`src/rtl/sensor_conditioner_pkg.sv`:
```
// Shared constants and fault-FSM encoding for the sensor conditioner.
package sensor_conditioner_pkg;

    localparam int unsigned DEB_LEN_DEF   = 50000;
    localparam int unsigned FAULT_LEN_DEF = 500000;
    localparam int unsigned CNT_W         = 16;
    localparam int unsigned TMR_W         = 20;
    localparam int unsigned NUM_CH        = 4;

    // Channel slots inside the debounced level vector
    localparam int unsigned CH_US   = 0;
    localparam int unsigned CH_BS   = 1;
    localparam int unsigned CH_VS   = 2;
    localparam int unsigned CH_ADUB = 3;

    typedef enum logic [1:0] {
        ST_OK      = 2'd0,
        ST_SUSPECT = 2'd1,
        ST_FAULT   = 2'd2,
        ST_RECOVER = 2'd3
    } fault_state_e;

endpackage

```
`src/rtl/debounce_ch.sv`:
```
// One input channel: 2-flop synchronizer, disagreement counter and stable level flop.
module debounce_ch
    import sensor_conditioner_pkg::*;
#(
    parameter int unsigned DEB_LEN = DEB_LEN_DEF
) (
    input  logic clk,
    input  logic rst_n,
    input  logic raw,
    output logic stable,
    output logic stable_nxt_c
);

    logic             sync1_q, sync1_d;
    logic             sync2_q, sync2_d;
    logic             stable_q, stable_d;
    logic [CNT_W-1:0] cnt_q, cnt_d;

    // Counter only runs while the synced level disagrees; it never exceeds DEB_LEN-1
    always_comb begin
        sync1_d  = raw;
        sync2_d  = sync1_q;
        stable_d = stable_q;
        cnt_d    = '0;
        if (sync2_q != stable_q) begin
            if (cnt_q == CNT_W'(DEB_LEN - 1)) begin
                stable_d = sync2_q;
            end else begin
                cnt_d = cnt_q + CNT_W'(1);
            end
        end
    end

    always_ff @(posedge clk) begin
        if (!rst_n) begin
            sync1_q  <= 1'b0;
            sync2_q  <= 1'b0;
            stable_q <= 1'b0;
            cnt_q    <= '0;
        end else begin
            sync1_q  <= sync1_d;
            sync2_q  <= sync2_d;
            stable_q <= stable_d;
            cnt_q    <= cnt_d;
        end
    end

    assign stable       = stable_q;
    assign stable_nxt_c = stable_d;

endmodule

```
`src/rtl/sensor_conditioner.sv`:
```
// Debounces four irrigation sensors, flags inconsistent tank level sensors and pulses Chg on updates.
module sensor_conditioner
    import sensor_conditioner_pkg::*;
#(
    parameter int unsigned DEB_LEN   = DEB_LEN_DEF,
    parameter int unsigned FAULT_LEN = FAULT_LEN_DEF
) (
    input  logic Clk,
    input  logic Rst,
    input  logic Us_raw,
    input  logic Bs_raw,
    input  logic Vs_raw,
    input  logic Adub_raw,
    output logic Us,
    output logic Bs,
    output logic Vs,
    output logic Adub,
    output logic Chg,
    output logic Fault
);

    logic [NUM_CH-1:0] raw_vec;
    logic [NUM_CH-1:0] stab_vec;
    logic [NUM_CH-1:0] stab_nxt_vec;

    fault_state_e      state_q, state_d;
    logic [TMR_W-1:0]  timer_q, timer_d;
    logic [4:0]        out_q, out_d;
    logic [NUM_CH:0]   prev_q, prev_d;
    logic              chg_q, chg_d;
    logic              fault_d;
    logic              incons_c;

    assign raw_vec = {Adub_raw, Vs_raw, Bs_raw, Us_raw};

    for (genvar i = 0; i < NUM_CH; i++) begin : g_ch
        debounce_ch #(
            .DEB_LEN(DEB_LEN)
        ) u_ch (
            .clk         (Clk),
            .rst_n       (Rst),
            .raw         (raw_vec[i]),
            .stable      (stab_vec[i]),
            .stable_nxt_c(stab_nxt_vec[i])
        );
    end

    // High mark wet while low mark dry cannot happen with healthy sensors
    assign incons_c = stab_vec[CH_VS] & ~stab_vec[CH_BS];

    always_comb begin
        state_d = state_q;
        timer_d = '0;
        case (state_q)
            ST_OK: begin
                if (incons_c) state_d = ST_SUSPECT;
            end
            ST_SUSPECT: begin
                if (!incons_c) begin
                    state_d = ST_OK;
                end else if (timer_q == TMR_W'(FAULT_LEN - 1)) begin
                    state_d = ST_FAULT;
                end else begin
                    timer_d = timer_q + TMR_W'(1);
                end
            end
            ST_FAULT: begin
                if (!incons_c) state_d = ST_RECOVER;
            end
            ST_RECOVER: begin
                if (incons_c) begin
                    state_d = ST_FAULT;
                end else if (timer_q == TMR_W'(FAULT_LEN - 1)) begin
                    state_d = ST_OK;
                end else begin
                    timer_d = timer_q + TMR_W'(1);
                end
            end
            default: state_d = ST_OK;
        endcase

        fault_d = (state_d == ST_FAULT) || (state_d == ST_RECOVER);

        // Tank reads empty while faulted; internal levels keep tracking
        out_d = {stab_nxt_vec[CH_US],
                 stab_nxt_vec[CH_BS] & ~fault_d,
                 stab_nxt_vec[CH_VS] & ~fault_d,
                 stab_nxt_vec[CH_ADUB],
                 fault_d};

        prev_d = {stab_vec, out_q[0]};
        chg_d  = (prev_d != prev_q);
    end

    always_ff @(posedge Clk) begin
        if (!Rst) begin
            state_q <= ST_OK;
            timer_q <= '0;
            out_q   <= '0;
            prev_q  <= '0;
            chg_q   <= 1'b0;
        end else begin
            state_q <= state_d;
            timer_q <= timer_d;
            out_q   <= out_d;
            prev_q  <= prev_d;
            chg_q   <= chg_d;
        end
    end

    assign Us    = out_q[4];
    assign Bs    = out_q[3];
    assign Vs    = out_q[2];
    assign Adub  = out_q[1];
    assign Fault = out_q[0];
    assign Chg   = chg_q;

endmodule

```
`config.mk`:
```
export PLATFORM = sky130hd
export DESIGN_NAME = sensor_conditioner
export DESIGN_NICKNAME = d
export VERILOG_FILES = /design/src/rtl/sensor_conditioner_pkg.sv /design/src/rtl/debounce_ch.sv /design/src/rtl/sensor_conditioner.sv
export SDC_FILE = /design/constraint.sdc
export NUM_CORES = 1
export LEC_CHECK = 0
export ABC_CLOCK_PERIOD_IN_PS = 3990
export BUFFER_PORTS_ARGS = -buffer_cell sky130_fd_sc_hd__buf_2
export CORE_ASPECT_RATIO = 2
export CORE_MARGIN = 3
export CORE_UTILIZATION = 55
export CTS_CLUSTER_SIZE = 24
export DETAILED_ROUTE_END_ITERATION = 10
export GPL_ROUTABILITY_DRIVEN = 0
export PLACE_DENSITY = 0.72
export SLEW_MARGIN = 20
export SYNTH_ARGS = -nofsm -noshare
export SYNTH_HDL_FRONTEND = slang
export SYNTH_HIERARCHICAL = 1
export SYNTH_SLANG_ARGS = --single-unit
```
`constraint.sdc`:
```
create_clock -name Clk -period 3.99 [get_ports Clk]
set_input_delay 0.798 -clock Clk [delete_from_list [all_inputs] [get_ports Clk]]
set_output_delay 0.798 -clock Clk [all_outputs]
set_load 0.03 [all_outputs]
```
After elaboration in Yosys (flattened, before gate mapping)
Index checks and enable logic that the tools add are counted.

storage, ports and cells
  flip-flop bits (word level) = 109
  logic and storage cells = 76

operators by class
  equality and inequality tests = 15
  multiplexer cells = 19
  reductions and logical operators = 6
  add/subtract/negate cells = 5
  bitwise gates (word level) = 10

operators with widths
  cell                                                    count
  adder 16 x 1 -> 16 bit (second input constant)          4
  equality test 16 bit (second input constant)            4
  2-to-1 mux 20 bit                                       3
  one-hot mux 20 bit (2 select lines)                     1
  adder 20 x 1 -> 20 bit (second input constant)          1
  equality test 20 x 19 -> 1 bit (second input constant)  1
  2-to-1 mux 2 bit                                        6
  OR reduction 3 bit                                      4
  equality test 2 bit (second input constant)             4
  2-to-1 mux 1 bit                                        8
  one-hot mux 2 bit (4 select lines)                      1
  NOT 1 bit                                               7
  != test 5 bit                                           1
  != test 1 bit                                           4
  bitwise AND 1 bit                                       3
  equality test 2 x 1 -> 1 bit (second input constant)    1
  zero test 2 bit                                         1
  logical OR 1 bit                                        1

Logic depth before layout (Yosys ltp)
Gate-level depths: netlist of run 1.

  depth after elaboration = 8
  mapped depth = 6
  depth with buffers taken out = 6

Cells and area by module
The synthesis of run 1 kept the hierarchy.

by module, submodules not included
  module              cells each  times used  sequential area each (um^2)  area each (um^2)
  debounce_ch         89          4           380.4                        844.6
  sensor_conditioner  143         1           660.6                        1440.1

Worst setup path after synthesis of run 1
Ideal clock, no wire load.

  kind = register to register
  start = register timer_q[0]
  end = register timer_q[18]
  period minus slack after synthesis = 1.758 ns
  path slack = 2.232 ns
  path buffers = 0
  setup time = 0.080 ns
  data arrival time = 1.678 ns
  stages on the path, launching flop included = 6
  cell sequence = dfxtp_1 -> ha_1 -> and4_2 -> nand4_4 -> or4_4 -> a211oi_2

on the way
  word-level cells in the longest chain between the ends = 4
  elaborated cells between the ends (all ways) = 6

RTL lines
  item                                                                      RTL line                                            RTL
  from (decl)                                                               sensor_conditioner.sv:27                            logic [TMR_W-1:0] timer_q, timer_d;
  from (signal assigned)                                                    sensor_conditioner.sv:104                           timer_q <= timer_d;
  adder 20 x 1 -> 20 bit or equality test 20 x 19 -> 1 bit (tied branches)  -
  2-to-1 mux 20 bit *                                                       sensor_conditioner.sv:61, sensor_conditioner.sv:73
  2-to-1 mux 20 bit (on tied branches)                                      sensor_conditioner.sv:71, sensor_conditioner.sv:59
  one-hot mux 20 bit (2 select lines) *                                     sensor_conditioner.sv:54                            case (state_q)

Mark *: on every way between the ends. The rest lies on a longest branch, timed or not.
A chain may end at the register's enable or synchronous reset.

Worst setup path after layout of run 1
  start = register timer_q[0]
  end = register state_q[0]

on the way
  word-level cells in the longest chain between the ends = 4
  elaborated cells between the ends (all ways) = 6

RTL lines
  item                                  RTL line                                            RTL
  equality test 20 x 19 -> 1 bit *      sensor_conditioner.sv:61, sensor_conditioner.sv:73
  2-to-1 mux 2 bit (on tied branches)   sensor_conditioner.sv:73, sensor_conditioner.sv:61
  2-to-1 mux 2 bit (on tied branches)   sensor_conditioner.sv:71, sensor_conditioner.sv:59
  one-hot mux 2 bit (4 select lines) *  sensor_conditioner.sv:54
  to (signal assigned)                  sensor_conditioner.sv:103                           state_q <= state_d;
  to (decl)                             sensor_conditioner.sv:26                            fault_state_e state_q, state_d;

Marked as above.

==> metrics.txt, run 1 <==
outcome=finished clean; R2R Setup Slk=roughly 1.8 ns; syn nets=510; Synth cell types=between 40 and 50; DRT Pass-1 Iters=4; share of layout cells above drive strength 1=0.153; postcts setup bufs=0; worst ir drop on vdd=0.255 mV; Chip Width=approximately 72 um; DRC errors left=0; clock transition at the registers of the reported paths=about 0.07 ns; vias in the first global route=3502; later-pin clock latency in the skew report=between 0.3 and 0.4 ns; #FFs+latches synth=109; Main synth FF type=dfxtp_1; buffers added on ports=11; ant diodes=0; total number of vias=around 3500; H-tree levels=3; CTS sink count=~110; largest net degree at the start of global routing=35; slowest cell delay on critical path=0.68 ns; worst-margin pin slew=~0.87 ns; number of setup violations in the final report=0; CP max FO=19; Final ANT Viol Nets=0; Final min period=around 2.2 ns; Core Rows=between 40 and 50; critical-path cell list=ha_1 > and4_2 > nand3_1 > nor3_4 > a21oi_1; HP Class=reg2reg; ys async rst share=0; Seq/Total Area, Yosys=0.453; CP max-delay cell=nor3_4; Setup crit start kind=flip-flop; leakage power=~1.8 nW; num ports=12; Post-Route Setup TNS=0 ns; Final Cycle Share=0.540; hold buffer count at CTS=0; P per Cell Area=between 300 and 400 mW/mm^2; f_max=464 MHz; chip height=between 100 and 150 um; CTS tree=built; gr usage total=0.180; die footprint=0.00999 sq mm; total gr overflow=0; post-detail-place hpwl=5980 um; fin nets=between 500 and 600; Synth-to-Final Area Change=9.22%; first-pass GRT wire length=about 15000 um; crit-path leading delay family=simple AND/OR/NAND/NOR gates; Post-Route WL=8340 um; Post-synth EDFFs=0; worst relative slew slack=0.415; RSZ-0062 raised after global routing=false; post-CTS resize count=0; clock buffer depth=2; starting density of the core=0.573; critical path type=reg2reg; root buffer cell=clkbuf_16; Setup crit end kind=flip-flop; Yosys warning count=6; max-slew violations=0; CP Data Arrival Time=2.35 ns; core area=0.00841 sq mm; clock skew=around 0.0035 ns; via/cell ratio=between 5 and 6; Cells after Synth=499; Iteration-0 DRC Markers=92; Synth Cell Area=between 0.004 and 0.005 sq mm; final-report hold violation count=0; Synth Area per Inst=a little under 10 sq um; fin worst setup slack=approximately 1.8 ns; Placement Setup Slack=1.51 ns; initial antenna violation count=0; Max Cap Viol=0; CTS Buf Count=9; CP bufs+invs=0; CP required=4.19 ns; DR WL/cell=13.5 um
-- final timing paths --
kind | cells after the start | to | startpoint
max | 5 | state_q[0] | timer_q[0]
min | 1 | g_ch[1].u_ch/sync2_q | g_ch[1].u_ch/sync1_q
max reg2reg | 5 | state_q[0] | timer_q[0]
min reg2reg | 1 | g_ch[1].u_ch/sync2_q | g_ch[1].u_ch/sync1_q
-- cell type report --
class	count	area, sq um
fill	707	3150
tap	98	123
timing repair buffer	11	55.1
clock buffer	10	229
multi-input combinational	363	2520
clock inverter	6	86.3
inverter	19	71.3
sequential	109	2180
-- layout by cell type, fill, tap and decap left out, types with 2 or more instances in the layout --
cell type  instances
dfxtp_1          109
nor2_1            63
nand3_1           39
xor2_1            35
xnor2_1           33
nand2_1           24
and2_1            23
nor3_1            20
inv_1             19
nand4_1           18
and3_1            14
nor4_2            12
buf_2             11
a21oi_1            9
clkbuf_16          9
and4bb_2           8
o21ai_0            5
a211oi_1           5
ha_1               5
or3_1              4
nor4b_2            4
mux2_4             4
nand4_2            4
nor2_2             4
a31o_2             4
nand4_4            3
o31ai_1            3
a211oi_2           3
o21a_1             2
or4_1              2
clkinv_2           2
bufinv_16          2
-- state kept, by name, indices dropped and copies added (netlist names) --
name and cells:
state_q 2, out_q 5, g_ch.u_ch/cnt_q 64, Chg 1, g_ch.u_ch/stable 4, timer_q 20, g_ch.u_ch/sync1_q 4, prev_q 5
g_ch.u_ch/sync2_q 4
-- metrics by stage --
step	cell area (sq um)	util	hold WS, ns	power [mW]	std cells
after CTS	5260	0.626	0.438	2.07	616
after floorplan	4820	-	0.412	1.13	499
after global placement	4950	0.588	0.416	1.14	600
after detailed placement	4950	0.588	0.422	1.14	600
final	5260	0.626	0.436	2.04	616
after global routing	5260	0.626	0.451	2.11	616
-- Yosys cell counts, drive strengths merged (9+ instances only) --
master / instances / area (sq um)
dfxtp: 109 / 2180
inv: 19 / 71.3
nand4: 25 / 226
and2: 23 / 144
nor3: 21 / 116
nand3: 39 / 195
nor2: 67 / 262
a21oi: 9 / 45.0
xnor2: 33 / 289
nor4: 13 / 156
nand2: 24 / 90.1
xor2: 35 / 307
and3: 15 / 98.8
-- logic make-up (layout without fill, tap and decap cells) --
family                   Yosys count  after routing  share of synthesized area
AND/OR/NAND/NOR                  253            253                      0.324
flip-flops                       109            109                      0.453
XOR/XNOR                          68             68                      0.124
AO/OA/AOI/OAI                     33             33                     0.0493
buffers and inverters             27             46                     0.0249
adder cells (fa/ha/maj)            5              5                     0.0130
multiplexers                       4              4                     0.0125
-- report_power, final --
| part | leakage (nW) | switching, mW | internal (mW) |
|---|---|---|---|
| registers | 0.880 | 0.00257 | 1.09 |
| logic | 0.783 | 0.0110 | 0.00544 |
| clock network | 0.153 | 0.377 | 0.550 |
-- per-layer routing --
metal	up-vias	wire [um]	global-route usage
met3	17	180	0.0320
met1	1644	3450	0.198
met2	41	4490	0.323
met5	-	0	0
li1	1775	-	-
met4	0	221	0.0803
No activity file was read; power rests on OpenSTA's default activity.
==> inputs of run 2 (changes only) <==
ABC_CLOCK_PERIOD_IN_PS = 2100   (was 3990)
clock period = 2.1 ns   (was 3.99 ns; I/O delays follow)
==> run 2 against run 1 <==
Setup slack worse by 1.6 ns; utilization grew 0.36 points; register-to-register slack lost 1.6 ns; first-iteration DRC count rose by 6.5%; sequential power rose by 91%; global-route usage is 0.58 points lower; highest routed layer unchanged.
==> metrics.txt, run 2 (synthesized netlist as in run 1, its figures left out) <==
outcome=finished clean (unchanged); Post-Route Setup TNS=0 ns (unchanged); Logic pwr share=0.010 (was 0.008); RSZ-0062 raised after global routing=false (unchanged); H-tree levels=3 (unchanged); largest register by flop count=g_ch.u_ch/cnt_q (unchanged); Final ANT Viol Nets=0 (unchanged); number of setup violations in the final report=0 (unchanged); vias in the first global route=3410 (was 3502); largest net degree at the start of global routing=27 (was 35); postcts setup bufs=0 (unchanged); initial antenna violation count=0 (unchanged); P per Cell Area=691 mW/mm^2 (was 387 mW/mm^2); post-CTS resize count=0 (unchanged); chip height=138 um (unchanged); via/cell ratio=5.55 (was 5.64); DRC errors left=0 (unchanged); num ports=12 (unchanged); root buffer cell=clkbuf_16 (unchanged); Inst Count DP=609 (was 600); final non-filler cell total=625 (was 616); worst ir drop on vdd=0.564 mV (was 0.255 mV); Post-Route WL=8170 um (was 8340 um); max FFs per register=64 (unchanged); Synth-to-Final Area Change=9.84% (was 9.22%); internal power=2.92 mW (was 1.65 mW); CTS sink count=109 (unchanged); area of the multi-input gates=0.00252 sq mm (unchanged); f_max=529 MHz (was 464 MHz); worst-margin pin slew=0.381 ns (was 0.874 ns); Final Cycle Share=0.900 (was 0.540); Setup crit start kind=flip-flop (unchanged); die footprint=0.00999 sq mm (unchanged); Fill cells=722 (was 707); final-report hold violation count=0 (unchanged); first-pass GRT wire length=14400 um (was 14800 um); CTS Buf Count=9 (unchanged); HP Class=in2reg (was reg2reg); share of layout cells above drive strength 1=0.169 (was 0.153); design area=0.00529 sq mm (was 0.00526 sq mm); Chip Width=72.2 um (unchanged); gr usage total=0.174 (was 0.180); Iteration-0 DRC Markers=98 (was 92); clock transition at the registers of the reported paths=0.07 ns (about the same); Max Cap Viol=0 (unchanged); leakage power=1.84 nW (was 1.82 nW); CP max FO=8 (was 19); CP required=2.36 ns (was 4.19 ns); DRT Pass-1 Iters=4 (unchanged); Setup crit end kind=flip-flop (unchanged); DP Area=0.00501 sq mm (was 0.00495 sq mm); most common cell after layout, fill and taps aside=dfxtp_1 (unchanged); critical path type=reg2reg (unchanged); worst relative slew slack=0.746 (was 0.415); hold buffer count at CTS=0 (unchanged); starting density of the core=0.573 (unchanged); buffers added on ports=11 (unchanged); Regs by FF count=g_ch.u_ch/cnt_q x64, timer_q x20 (unchanged); most frequent cells in the layout=dfxtp_1 (109), nor2_1 (63), nand3_1 (39) (unchanged); PnR Total Power=3.66 mW (was 2.04 mW); clock skew=0.00531 ns (was 0.00347 ns); CP Data Arrival Time=2.15 ns (was 2.35 ns); fin nets=533 (was 524); register area=0.00218 sq mm (unchanged); Switching Power=737 uW (was 390 uW); Placement Setup Slack=0.242 ns (was 1.51 ns); max-slew violations=0 (unchanged); clock share of power=0.421 (was 0.455); later-pin clock latency in the skew report=0.34 ns (about the same); total number of vias=3470 (was 3477); DR WL/cell=13.1 um (was 13.5 um); Switching Share=0.202 (was 0.192); hold slack=0.285 ns (was 0.436 ns); ant diodes=0 (unchanged); post-detail-place hpwl=5860 um (was 5980 um); sequential share of power=0.569 (was 0.537); CTS tree=built (unchanged); Layout Utilization=0.629 (was 0.626); core area=0.00841 sq mm (unchanged); Final min period=1.89 ns (was 2.15 ns); total gr overflow=0 (unchanged); Core Rows=47 (unchanged); fin worst setup slack=0.209 ns (was 1.84 ns); clock buffer depth=2 (unchanged)
-- run 2: cell types whose count changed in the layout (fill, tap and decap cells not counted), sizes merged --
cell / delta
bufinv: -2
buf: +9
clkinvlp: +1
clkinv: +2
inv: -1
-- run 2: worst paths after layout --
path,start,to,cells after the start,slack (ns)
hold reg to reg,g_ch[2].u_ch/sync1_q,g_ch[2].u_ch/sync2_q,1,0.44
setup / recovery,timer_q[0],timer_q[18],5,0.21
setup reg to reg,timer_q[0],timer_q[18],5,0.21
hold / removal,Us_raw,g_ch[0].u_ch/sync1_q,2,0.29
-- run 2: worst max-delay path, cell delays in order, from the launching register on --
cell	delay (ns)
dfxtp_1	0.40
ha_1	0.22
and4_2	0.32
nand4_4	0.15
or4_4	0.51
a211oi_2	0.21
-- run 2: area by class of cell --
class | count | area share
Inverter | 19 | 0.0135
Clock buffer | 10 | 0.0452
Timing Repair Buffer | 20 | 0.0232
Tap cell | 98 | 0.0232
Sequential cell | 109 | 0.412
Clock inverter | 6 | 0.00733
Multi-Input combinational cell | 363 | 0.475
-- run 2: routing by layer --
| metal | part of all wire | vias to the layer above | global-route usage |
|---|---|---|---|
| met5 | 0 | - | 0 |
| met4 | 0.022 | 0 | 0.0803 |
| met3 | 0.020 | 14 | 0.0313 |
| met2 | 0.54 | 30 | 0.309 |
| met1 | 0.42 | 1641 | 0.194 |
| li1 | - | 1785 | - |
-- run 2: power by group through the flow --
stage / registers, mW / clock network (mW) / logic [mW]
after floorplan: 2.13 / 0 / 0.0208
after global placement: 2.13 / 0 / 0.0357
after detailed placement: 2.13 / 0 / 0.0363
after CTS: 2.08 / 1.60 / 0.0364
after global routing: 2.08 / 1.68 / 0.0413
final: 2.08 / 1.54 / 0.0358
